[config.mk]
export PLATFORM = sky130hd
export DESIGN_NAME = count_uart_tx
export DESIGN_NICKNAME = d
export VERILOG_FILES = /design/src/rtl/count_uart_tx.sv
export SDC_FILE = /design/constraint.sdc
export NUM_CORES = 1
export LEC_CHECK = 0
export CORE_MARGIN = 2
export CORE_UTILIZATION = 60
export DETAILED_ROUTE_END_ITERATION = 10
export PLACE_DENSITY = 0.78
export SLEW_MARGIN = 0
export SYNTH_ARGS = -nofsm -noshare
export SYNTH_HDL_FRONTEND = slang
export SYNTH_SLANG_ARGS = --single-unit
[constraint.sdc]
create_clock -name SYS_CLK -period 6.6 [get_ports SYS_CLK]
set_input_delay 0.66 -clock SYS_CLK [delete_from_list [all_inputs] [get_ports SYS_CLK]]
set_output_delay 0.66 -clock SYS_CLK [all_outputs]
set_load 0.005 [all_outputs]
[src/rtl/count_uart_tx.sv]
// Saturating 16-bit interval counter with a UART 8N1 transmitter.
// Each accepted LOAD edge sends the frame A5, count[15:8], count[7:0], {7'b0, ovf}.
module count_uart_tx #(
    parameter int CLKS_PER_BIT = 868
) (
    input  logic        SYS_CLK,
    input  logic        A_RESET,
    input  logic        INC,
    input  logic        SCLR,
    input  logic        LOAD,
    output logic        TX_SER,
    output logic        TX_BUSY,
    output logic        DONE,
    output logic        LOAD_DROP,
    output logic [15:0] COUNT,
    output logic        OVF
);

    typedef enum logic [1:0] {IDLE, START, DATA, STOP} state_t;

    localparam logic [15:0] BAUD_LAST = 16'(CLKS_PER_BIT - 1);

    state_t      state_q, state_d;
    logic [15:0] baud_q, baud_d;
    logic [2:0]  bit_q, bit_d;
    logic [1:0]  byte_q, byte_d;
    logic [7:0]  sh_q, sh_d;
    logic [15:0] snap_q, snap_d;
    logic        snap_ovf_q, snap_ovf_d;
    logic        tx_q, tx_d;
    logic        busy_q, busy_d;
    logic        done_q, done_d;
    logic        drop_q, drop_d;
    logic        load_q;
    logic [15:0] count_q, count_d;
    logic        ovf_q, ovf_d;

    logic [16:0] inc_res;
    logic        load_edge;
    logic        accept;
    logic        baud_end;

    // Returns {saturated, value}; the count sticks at 0xFFFF rather than wrapping.
    function automatic logic [16:0] sat_inc16(input logic [15:0] v);
        if (v == 16'hFFFF)
            return {1'b1, 16'hFFFF};
        return {1'b0, v + 16'd1};
    endfunction

    function automatic logic [7:0] frame_byte(input logic [1:0] idx,
                                              input logic [15:0] snap,
                                              input logic snap_ovf);
        case (idx)
            2'd0:    return 8'hA5;
            2'd1:    return snap[15:8];
            2'd2:    return snap[7:0];
            default: return {7'b0, snap_ovf};
        endcase
    endfunction

    assign inc_res   = sat_inc16(count_q);
    assign load_edge = LOAD & ~load_q;
    // The DONE cycle still counts as busy so an edge there is dropped.
    assign accept    = load_edge & ~busy_q & ~done_q;
    assign baud_end  = (baud_q == BAUD_LAST);

    always_comb begin
        count_d = count_q;
        ovf_d   = ovf_q;
        if (SCLR) begin
            count_d = 16'd0;
            ovf_d   = 1'b0;
        end else if (INC) begin
            count_d = inc_res[15:0];
            ovf_d   = ovf_q | inc_res[16];
        end
    end

    always_comb begin
        state_d    = state_q;
        baud_d     = baud_q;
        bit_d      = bit_q;
        byte_d     = byte_q;
        sh_d       = sh_q;
        snap_d     = snap_q;
        snap_ovf_d = snap_ovf_q;
        tx_d       = tx_q;
        busy_d     = busy_q;
        done_d     = 1'b0;
        drop_d     = load_edge & (busy_q | done_q);

        case (state_q)
            IDLE: begin
                tx_d   = 1'b1;
                busy_d = 1'b0;
                if (accept) begin
                    state_d    = START;
                    baud_d     = 16'd0;
                    byte_d     = 2'd0;
                    sh_d       = frame_byte(2'd0, count_q, ovf_q);
                    snap_d     = count_q;
                    snap_ovf_d = ovf_q;
                    tx_d       = 1'b0;
                    busy_d     = 1'b1;
                end
            end
            START: begin
                if (baud_end) begin
                    baud_d  = 16'd0;
                    state_d = DATA;
                    bit_d   = 3'd0;
                    tx_d    = sh_q[0];
                    sh_d    = sh_q >> 1;
                end else begin
                    baud_d = baud_q + 16'd1;
                end
            end
            DATA: begin
                if (baud_end) begin
                    baud_d = 16'd0;
                    if (bit_q == 3'd7) begin
                        state_d = STOP;
                        tx_d    = 1'b1;
                    end else begin
                        bit_d = bit_q + 3'd1;
                        tx_d  = sh_q[0];
                        sh_d  = sh_q >> 1;
                    end
                end else begin
                    baud_d = baud_q + 16'd1;
                end
            end
            STOP: begin
                if (baud_end) begin
                    baud_d = 16'd0;
                    if (byte_q == 2'd3) begin
                        state_d = IDLE;
                        busy_d  = 1'b0;
                        done_d  = 1'b1;
                        tx_d    = 1'b1;
                    end else begin
                        byte_d  = byte_q + 2'd1;
                        state_d = START;
                        tx_d    = 1'b0;
                        sh_d    = frame_byte(byte_q + 2'd1, snap_q, snap_ovf_q);
                    end
                end else begin
                    baud_d = baud_q + 16'd1;
                end
            end
            default: state_d = IDLE;
        endcase
    end

    always_ff @(posedge SYS_CLK or posedge A_RESET) begin
        if (A_RESET) begin
            state_q    <= IDLE;
            baud_q     <= 16'd0;
            bit_q      <= 3'd0;
            byte_q     <= 2'd0;
            sh_q       <= 8'd0;
            snap_q     <= 16'd0;
            snap_ovf_q <= 1'b0;
            tx_q       <= 1'b1;
            busy_q     <= 1'b0;
            done_q     <= 1'b0;
            drop_q     <= 1'b0;
            load_q     <= 1'b1;
            count_q    <= 16'd0;
            ovf_q      <= 1'b0;
        end else begin
            state_q    <= state_d;
            baud_q     <= baud_d;
            bit_q      <= bit_d;
            byte_q     <= byte_d;
            sh_q       <= sh_d;
            snap_q     <= snap_d;
            snap_ovf_q <= snap_ovf_d;
            tx_q       <= tx_d;
            busy_q     <= busy_d;
            done_q     <= done_d;
            drop_q     <= drop_d;
            load_q     <= LOAD;
            count_q    <= count_d;
            ovf_q      <= ovf_d;
        end
    end

    assign TX_SER    = tx_q;
    assign TX_BUSY   = busy_q;
    assign DONE      = done_q;
    assign LOAD_DROP = drop_q;
    assign COUNT     = count_q;
    assign OVF       = ovf_q;

endmodule

Word level (Yosys, flattened, before mapping)
Index checks and enable logic that the tools add are counted.
Storage, ports and cells
  register bits after elaboration: 70
  bits in latches: 0
  RAM bits: 0
  bits in read-only memories: 0
  input bits: 5
  output and inout port bits: 21
  word-level logic and storage cells: 103
  memories kept: 0
Cells by class
  add/subtract/negate cells: 4
  $mul: 0
  divide/modulo/power cells: 0
  $lt $le $gt $ge: 0
  equality and inequality tests: 17
  shift operators: 0
  mux-type cells: 46
  bitwise logic cells: 9
  reductions and logical operators: 13
Operators by type and width (number)
  $mux 16: 4
  $mux 8: 6
  $mux 17: 2
  $add 16x1->16 const B: 2
  $pmux 16 s2: 1
  $pmux 8 s4: 1
  $pmux 8 s3: 1
  $eq 16x10->1 const B: 1
  $eq 16x16->1 const B: 1
  $mux 2: 8
  $ne 2x2->1 const B: 8
  $mux 1: 15
  $mux 3: 3
  $eq 2x2->1 const B: 4
  $pmux 2 s4: 1
  $reduce_and 4->1: 2
  $pmux 3 s2: 1
  $reduce_and 3->1: 2
  $reduce_and 6->1: 1
  $reduce_bool 2->1: 3
  $reduce_and 5->1: 1
  $and 1x1->1: 4
  $eq 2x1->1 const B: 2
  $logic_not 2->1: 2
  other kinds (10): 13

Longest topological paths before layout
Gate-level depths: netlist of run 1.
  depth after elaboration: 6
  mapped depth: 8
  mapped depth without buffers: 7

Least setup slack after synthesis of run 1
Ideal clock, no wire load.
  kind: register to register
  start: reg baud_q[0]
  end: reg state_q[1]
  arrival time: 2.329 ns
  slack: 4.146 ns
  cell stages (with the launch flop): 7
  clock period less this slack: 2.454 ns
  cell sequence: dfrtp_1 ha_1 or4b_4 or4_4 a211o_1 nand2_1 mux2_2
Between the ends
  word-level cells in the longest chain between the ends: 3
  elaborated cells on any way between the ends: 5
  those cells by class: eq/ne: 4; reduce/logical: 1
RTL lines
  from (decl): line 24  | logic [15:0] baud_q, baud_d;
  from (signal assigned): line 173  | baud_q <= baud_d;
  $eq 16x10->1 *: line 65  | assign baud_end = (baud_q == BAUD_LAST);
  $ne 2x2->1 (no source line)
  $reduce_and 5->1 (no source line) *
  to (signal assigned): line 172  | state_q <= state_d;
  to (decl): line 23  | state_t state_q, state_d;
Mark *: on every way between the ends. The rest lies on a longest branch, timed or not.
A chain may end at the register's enable or synchronous reset.

Final worst setup path of run 1
  start: reg baud_q[0]
  end: reg baud_q[8]
Between the ends
  word-level cells in the longest chain between the ends: 3
  elaborated cells on any way between the ends: 4
  those cells by class: add/sub: 1; eq/ne: 1; mux: 2
RTL lines
  $add 16x1->16 or $eq 16x10->1 (tied branches)
  $mux 16 *: line 108, 119, 134
  $pmux 16 s2 *: line 92  | case (state_q)
Marked as above.

==> summary.txt, run 1 <==
Run status
  – Outcome: complete, no violations

STA
  – Worst Slack Setup Final: about 3.8 ns
  – Slew headroom: 0.246
  – Crit share post-route: 0.425
  – Final hold viol count: 0
  – Setup violators final: 0
  – Skew final: approximately 0.0075 ns
  – Max frequency: approximately 0.36 GHz
  – Setup TNS: 0 ns
  – Slew @ Worst Pin: 1.12 ns
  – Pins Over Slew Limit: 0
  – Final critical-path required period: 2.81 ns
  – Unrepaired setup endpoints after global routing: false

Global routing
  – GR Util All Layers: 0.264
  – Number of global-route vias before repair: around 2.8k
  – Global route overflow: 0
  – First-pass GRT wire length: 13400 um
  – Antenna violations before repair: 0
  – Largest net degree at the start of global routing: 71

Clock tree
  – CTS Hold Bufs: 0
  – CTS buffer count: 9
  – Sink Count: 70
  – Resized cells post-CTS: 0
  – CTS Buffer Depth: 2
  – Root buf cell: clkbuf_8
  – CTS tree: done
  – Clk slew on worst S/H paths: 0.07 ns
  – Clk_lat worst skew: ~0.35 ns
  – Setup Buffers After CTS: 0
  – Htree depth: 3

Finish
  – Fraction of layout cells with a size suffix above 1: 0.145
  – N_diodes: 0
  – Area grow syn2layout: 13.3%
  – Nets: approximately 400
  – Design area: around 4200 um2
  – Finished Layout Cells: 460

Floorplanning
  – I/O Pins: 26
  – Row Count: 28
  – DIE HEIGHT: a little over 80 um
  – Die ar.: 6760 um2
  – Core Box Area: 5920 um2
  – Die Width: between 80 and 90 um
  – Initial core utilization: 0.620

Critical path
  – Reg-to-reg startpoint: baud_q[0]$_DFFE_PP0N_
  – Req. time, crit path: approximately 6.8 ns
  – R2R depth: 6
  – Setup slack, reg-to-reg: about 3.8 ns
  – Most used cell, CP: o21ai_0
  – Crit path cell chain: ha_1 > or4b_4 > o41ai_2 > o21ai_0 > nand2_1 > o21ai_0
  – Reg2reg end: baud_q[8]$_DFFE_PP0N_
  – Setup CP Type: reg -> reg
  – WP data arrival: 3.03 ns
  – Origin of the worst setup path: baud_q[0]$_DFFE_PP0N_
  – Critical Path Slowest Stage Cell: o41ai_2
  – Crit path capture type: flip-flop
  – CP Max Fanout: 15
  – Critical Path Source Type: flip-flop
  – Crit-path max cell delay: roughly 1 ns

Yosys
  – Syn Nets: ~380
  – Yosys cell types: roughly 50
  – Post-synth ARST share: 1.00
  – Top cell type's share of synthesized area: 0.464
  – EDFF count, synth: 0
  – Post-Synthesis Cells: around 360
  – Syn_area_per_cell: just over 10 um2
  – Yosys warning count: 0
  – Cell Area, Synth: between 3000 and 4000 um2
  – Register area share after synthesis: 0.478
  – Primary FF master, synth: dfrtp_1
  – #FFs+latches synth: 70
  – Cell taking the most area after synthesis: dfrtp_1
  – Ranking of synthesized cells by area: dfrtp_1 46%, mux2_2 8.3%, ha_1 4.4%

Worst hold path
  – Worst Hold Class: reg -> reg
  – Hold Path Depth: 2
  – Worst hold start: TX_SER$_DFFE_PP1P_
  – Hold Path End: TX_SER$_DFFE_PP1P_

Route
  – DR DRC count: 0
  – Via/cell ratio: 6.41
  – Via count: roughly 2.9k
  – ANT nets after route: 0
  – TritonRoute pass-1 iters: 4
  – Detailed Route Iter0 Violations: between 150 and 200
  – Final wirelength: between 7000 and 8000 um
  – WL per Instance: 16.9 um

Placed design
  – Placed Cells: 444
  – Pre-CTS WS: ~3.6 ns
  – Final GP Congestion: 0.794
  – HPWL after DPL: 5270 um
  – Cell area after placement: between 3000 and 4000 um2
  – IO Port Bufs: 25

Power and ir drop
  – Lkg Pwr: between 1.5 and 2 nW
  – Total power: between 1 and 1.5 mW
  – Max VDD drop: 0.221 mV
  – PD cells: 325 nW/um2

Flow run
  – Max-cap violations: 0
## worst max-delay path by stage
| stage | endpoint | slack [ns] | depth (start not counted) |
|---|---|---|---|
| floorplan | state_q[1]$_DFFE_PP0P_ | 4.15 | 6 |
| global placement | state_q[1]$_DFFE_PP0P_ | 3.80 | 6 |
| detailed placement | state_q[1]$_DFFE_PP0P_ | 3.61 | 6 |
| CTS | baud_q[8]$_DFFE_PP0N_ | 3.87 | 6 |
| global route | baud_q[2]$_DFFE_PP0N_ | 3.59 | 6 |
| finish | baud_q[8]$_DFFE_PP0N_ | 3.79 | 6 |
## placed cells by master (no fill, tap or decap), types with 3 or more instances in the layout
cell | synthesis | layout
nand3_1 | 16 | 16
clkdlybuf4s50_1 | 0 | 25
a22o_1 | 8 | 8
and2_1 | 3 | 3
o21bai_1 | 4 | 4
or3_1 | 3 | 3
inv_1 | 9 | 8
a221oi_1 | 4 | 4
a41oi_1 | 3 | 3
nand4_1 | 9 | 9
a22oi_1 | 4 | 4
clkbuf_8 | 0 | 10
dfrtp_1 | 68 | 68
nand2_1 | 23 | 23
and4_1 | 6 | 6
a21oi_1 | 20 | 20
nor2_1 | 28 | 28
mux2_2 | 27 | 27
a31oi_1 | 10 | 10
a311oi_1 | 3 | 3
xor2_1 | 3 | 3
ha_1 | 13 | 13
o21ai_0 | 30 | 30
nand2b_1 | 3 | 3
nor3_1 | 5 | 5
and3_1 | 8 | 8
a211oi_1 | 4 | 4
## metal layers
layer,up-vias,GRT usage,wire length (um)
met4,0,0.118,201
li1,1385,-,-
met5,-,0,0
met2,92,0.430,3870
met3,18,0.0739,327
met1,1454,0.326,3390
## cells in the mapped netlist, drive strengths merged (2+ instances only)
| master | instances |
|---|---|
| or4 | 2 |
| nor3b | 2 |
| a221oi | 4 |
| o21bai | 4 |
| xor2 | 3 |
| or2 | 2 |
| a22oi | 4 |
| nand2 | 23 |
| nand2b | 3 |
| o41ai | 2 |
| a311oi | 3 |
| nor2b | 2 |
| nor3 | 5 |
| nor4 | 3 |
| o211ai | 2 |
| dfrtp | 68 |
| or3 | 3 |
| and4 | 6 |
| dfstp | 2 |
| o21ai | 30 |
| a31oi | 10 |
| a21oi | 21 |
| nand4 | 9 |
| buf | 2 |
| a211oi | 4 |
| clkbuf | 17 |
| nor2 | 29 |
| a41oi | 3 |
| mux2 | 27 |
| nand3 | 16 |
| inv | 9 |
| ha | 13 |
| and2 | 3 |
| a22o | 8 |
| and3 | 8 |
## metrics by stage
step,hold slack (ns),utilization
5_1_grt,0.490,0.702
4_1_cts,0.485,0.702
3_3_place_gp,0.467,0.668
3_5_place_dp,0.474,0.668
6_report,0.482,0.702
2_1_floorplan,0.464,-
## flip-flops by register name (all words and copies together) (netlist names), 2 cells and up
signal,cells
sh_q,8
byte_q,2
COUNT,16
bit_q,3
snap_q,16
state_q,2
baud_q,16
## worst max-delay path, delay by kind of cell, from the launching register on
family / cells / cell delay [ns]
compound gates: 3 / 1.41
fa+ha+maj: 1 / 0.25
flops: 1 / 0.39
simple gates: 2 / 0.65
## where the power goes
| part | switching, mW | internal [mW] | leakage [nW] | total, mW |
|---|---|---|---|---|
| Sequential | 0.0606 | 0.499 | 0.946 | 0.560 |
| Combinational | 0.253 | 0.192 | 0.757 | 0.444 |
| Clock | 0.163 | 0.185 | 0.0955 | 0.347 |
## cell families (layout without fill, tap and decap cells)
kind of cell	Yosys count	in the layout	synth area share
fa+ha+maj	13	13	0.0443
mux	27	27	0.0828
simple gates	118	118	0.171
flops	70	70	0.478
buf+inv	28	52	0.0290
compound gates	101	101	0.185
xor+xnor	4	4	0.00955
## cell type report
| cell class | instances | area (um2) |
|---|---|---|
| clock buffers | 11 | 141 |
| clock inverters | 5 | 58.8 |
| fillers | 467 | 1760 |
| inverters | 9 | 33.8 |
| multi-input cells | 263 | 1810 |
| flip-flops and latches | 70 | 1750 |
| well taps | 75 | 93.8 |
| repair buffers | 27 | 265 |
Note: power is estimated with default switching activity, not from simulation.
==> inputs of run 2 (changes only) <==
CORE_UTILIZATION = 53   (was 60)
PLACE_DENSITY = 0.73   (was 0.78)
clock period = 2.5 ns   (was 6.6 ns; I/O delays follow)
==> run 2 against run 1 <==
Against the previous run:
- clock-buffer cell count down 2
- critical path depth shrank 1
- power rose to 2.9 times the previous value
- first-iteration DRC count is 48% lower
- critical path type unchanged
- via count is 1.3% lower
- critical endpoint is now state_q[1]$_DFFE_PP0P_
- cell area increased by 4.5%
- register-to-register slack lost 3.7 ns
- largest power group unchanged
- fmax grew 16%
- combinational power increased to 2.9 times the previous value
- wire length is 2.4% higher
- clock power grew to 3.2 times the previous value
==> summary.txt, run 2 (same netlist as run 1, synthesis figures left out) <==
Flow run
  – Max-cap violations: 0 (unchanged)

Route
  – DR DRC count: 0 (unchanged)
  – TritonRoute pass-1 iters: 5 (was 4)
  – Detailed Route Iter0 Violations: 97 (was 187)
  – Final wirelength: 7980 um (was 7790 um)
  – WL per Instance: 16.6 um (was 16.9 um)
  – Via count: 2911 (was 2949)
  – Via/cell ratio: 6.06 (was 6.41)
  – ANT nets after route: 0 (unchanged)

STA
  – Setup TNS: 0 ns (unchanged)
  – Skew final: 0.0145 ns (was 0.00754 ns)
  – Final critical-path required period: 2.42 ns (was 2.81 ns)
  – Worst Slack Setup Final: 0.0763 ns (was 3.79 ns)
  – Setup violators final: 0 (unchanged)
  – Final hold viol count: 0 (unchanged)
  – Slew @ Worst Pin: 0.759 ns (was 1.12 ns)
  – Slew headroom: 0.492 (was 0.246)
  – Max frequency: 0.413 GHz (was 0.356 GHz)
  – Crit share post-route: 0.969 (was 0.425)
  – Pins Over Slew Limit: 0 (unchanged)

Critical path
  – R2R depth: 5 (was 6)
  – Req. time, crit path: 2.73 ns (was 6.82 ns)
  – Crit path capture type: flip-flop (unchanged)
  – Reg2reg end: state_q[1]$_DFFE_PP0P_ (was baud_q[8]$_DFFE_PP0N_)
  – Setup CP Type: reg -> reg (unchanged)
  – CP Max Fanout: 5 (was 15)
  – WP data arrival: 2.65 ns (was 3.03 ns)
  – Critical Path Source Type: flip-flop (unchanged)
  – Setup slack, reg-to-reg: 0.08 ns (was 3.79 ns)
  – Reg-to-reg startpoint: baud_q[13]$_DFFE_PP0N_ (was baud_q[0]$_DFFE_PP0N_)

Finish
  – Area grow syn2layout: 18.3% (was 13.3%)
  – Commonest non-fill, non-tap cell in the layout: dfrtp_1 (unchanged)
  – Final Core Density: 0.643 (was 0.702)
  – Commonest cells after routing, fill and taps aside: 68 x dfrtp_1, 30 x o21ai_0, 28 x nor2_1 (unchanged)
  – Fraction of layout cells with a size suffix above 1: 0.185 (was 0.145)
  – N_diodes: 0 (unchanged)
  – Design area: 4340 um2 (was 4160 um2)
  – Nets: 413 (was 398)

Worst hold path
  – Worst Hold Class: in -> async (was reg -> reg)

Clock tree
  – Root buf cell: clkbuf_8 (unchanged)
  – Clk slew on worst S/H paths: 0.09 ns (was 0.07 ns)
  – Setup Buffers After CTS: 0 (unchanged)
  – CTS Buffer Depth: 2 (unchanged)
  – CTS tree: done (unchanged)
  – Clk_lat worst skew: 0.35 ns (about the same)
  – Htree depth: 3 (unchanged)
  – Sink Count: 70 (unchanged)
  – CTS buffer count: 9 (unchanged)
  – CTS Hold Bufs: 0 (unchanged)

Global routing
  – Number of global-route vias before repair: 2742 (was 2838)
  – Largest net degree at the start of global routing: 71 (unchanged)
  – GR Util All Layers: 0.224 (was 0.264)
  – GR peak layer: met2 (unchanged)
  – Global route overflow: 0 (unchanged)
  – Antenna violations before repair: 0 (unchanged)
  – First-pass GRT wire length: 13300 um (was 13400 um)
  – Met3 GRT Util: 0.0398 (was 0.0739)
  – GR met1 Demand/Resource: 0.313 (was 0.326)
  – Met2 usage: 0.356 (was 0.430)

Floorplanning
  – Initial core utilization: 0.543 (was 0.620)
  – Row Count: 30 (was 28)
  – Die Width: 87.2 um (was 82.2 um)
  – Die ar.: 7610 um2 (was 6760 um2)
  – Core Box Area: 6760 um2 (was 5920 um2)
  – DIE HEIGHT: 87.2 um (was 82.2 um)
  – I/O Pins: 26 (unchanged)

Power and ir drop
  – Lkg Pwr: 1.91 nW (was 1.80 nW)
  – PD cells: 891 nW/um2 (was 325 nW/um2)
  – Total power: 3.87 mW (was 1.35 mW)
  – Max VDD drop: 0.380 mV (was 0.221 mV)

Placed design
  – Cell area after placement: 4090 um2 (was 3960 um2)
  – Final GP Congestion: 0.839 (was 0.794)
  – HPWL after DPL: 5480 um (was 5270 um)
  – IO Port Bufs: 25 (unchanged)
  – Pre-CTS WS: -0.00172 ns (was 3.61 ns)

Run status
  – Outcome: complete, no violations (unchanged)
[run 2: layout make-up]
| class | instances | area [um2] |
|---|---|---|
| fillers | 543 | 2410 |
| multi-input cells | 263 | 1820 |
| flip-flops and latches | 70 | 1750 |
| repair buffers | 42 | 390 |
| clock buffers | 9 | 124 |
| clock inverters | 7 | 121 |
| well taps | 80 | 100 |
| inverters | 9 | 33.8 |
[run 2: how the worst max path moves through the flow]
stage / from / end / slack, ns
3_3_place_gp: baud_q[0]$_DFFE_PP0N_ / state_q[1]$_DFFE_PP0P_ / 0.06
4_1_cts: baud_q[0]$_DFFE_PP0N_ / state_q[1]$_DFFE_PP0P_ / 0.04
3_5_place_dp: baud_q[0]$_DFFE_PP0N_ / state_q[1]$_DFFE_PP0P_ / -0.002
2_1_floorplan: baud_q[0]$_DFFE_PP0N_ / state_q[1]$_DFFE_PP0P_ / 0.05
6_report: baud_q[13]$_DFFE_PP0N_ / state_q[1]$_DFFE_PP0P_ / 0.08
5_1_grt: baud_q[0]$_DFFE_PP0N_ / state_q[1]$_DFFE_PP0P_ / -0.004
[run 2: stage by stage]
| step | hold WS (ns) | std cells |
|---|---|---|
| 6_report | 0.286 | 480 |
| 5_1_grt | 0.312 | 480 |
| 3_3_place_gp | 0.468 | 464 |
| 4_1_cts | 0.299 | 480 |
| 3_5_place_dp | 0.471 | 464 |
| 2_1_floorplan | 0.254 | 361 |
[run 2: timing repair]
| action | in CTS | in global routing |
|---|---|---|
| resized for setup | 0 | 3 |
| endpoints found under the setup margin | 1 | 1 |
| pin swaps | 1 | 0 |
[run 2: critical path, cell delays in order, from the launching register on]
cell and delay [ns]:
dfrtp_1 0.41, or4_1 0.57, or4_4 0.63, a211o_1 0.31, nand2_2 0.08, mux2_4 0.30
[run 2: where the power goes]
group	leakage (nW)	total [mW]	switching, mW	internal [mW]
Combinational	0.839	1.27	0.679	0.596
Clock	0.124	1.12	0.451	0.668
Sequential	0.946	1.47	0.158	1.32
Total	1.91	3.87	1.29	2.58
[run 2: per-layer routing]
layer	wire length [um]	part of all wire
met3	300	0.038
met4	104	0.013
met5	0	0
met1	3710	0.47
met2	3860	0.48
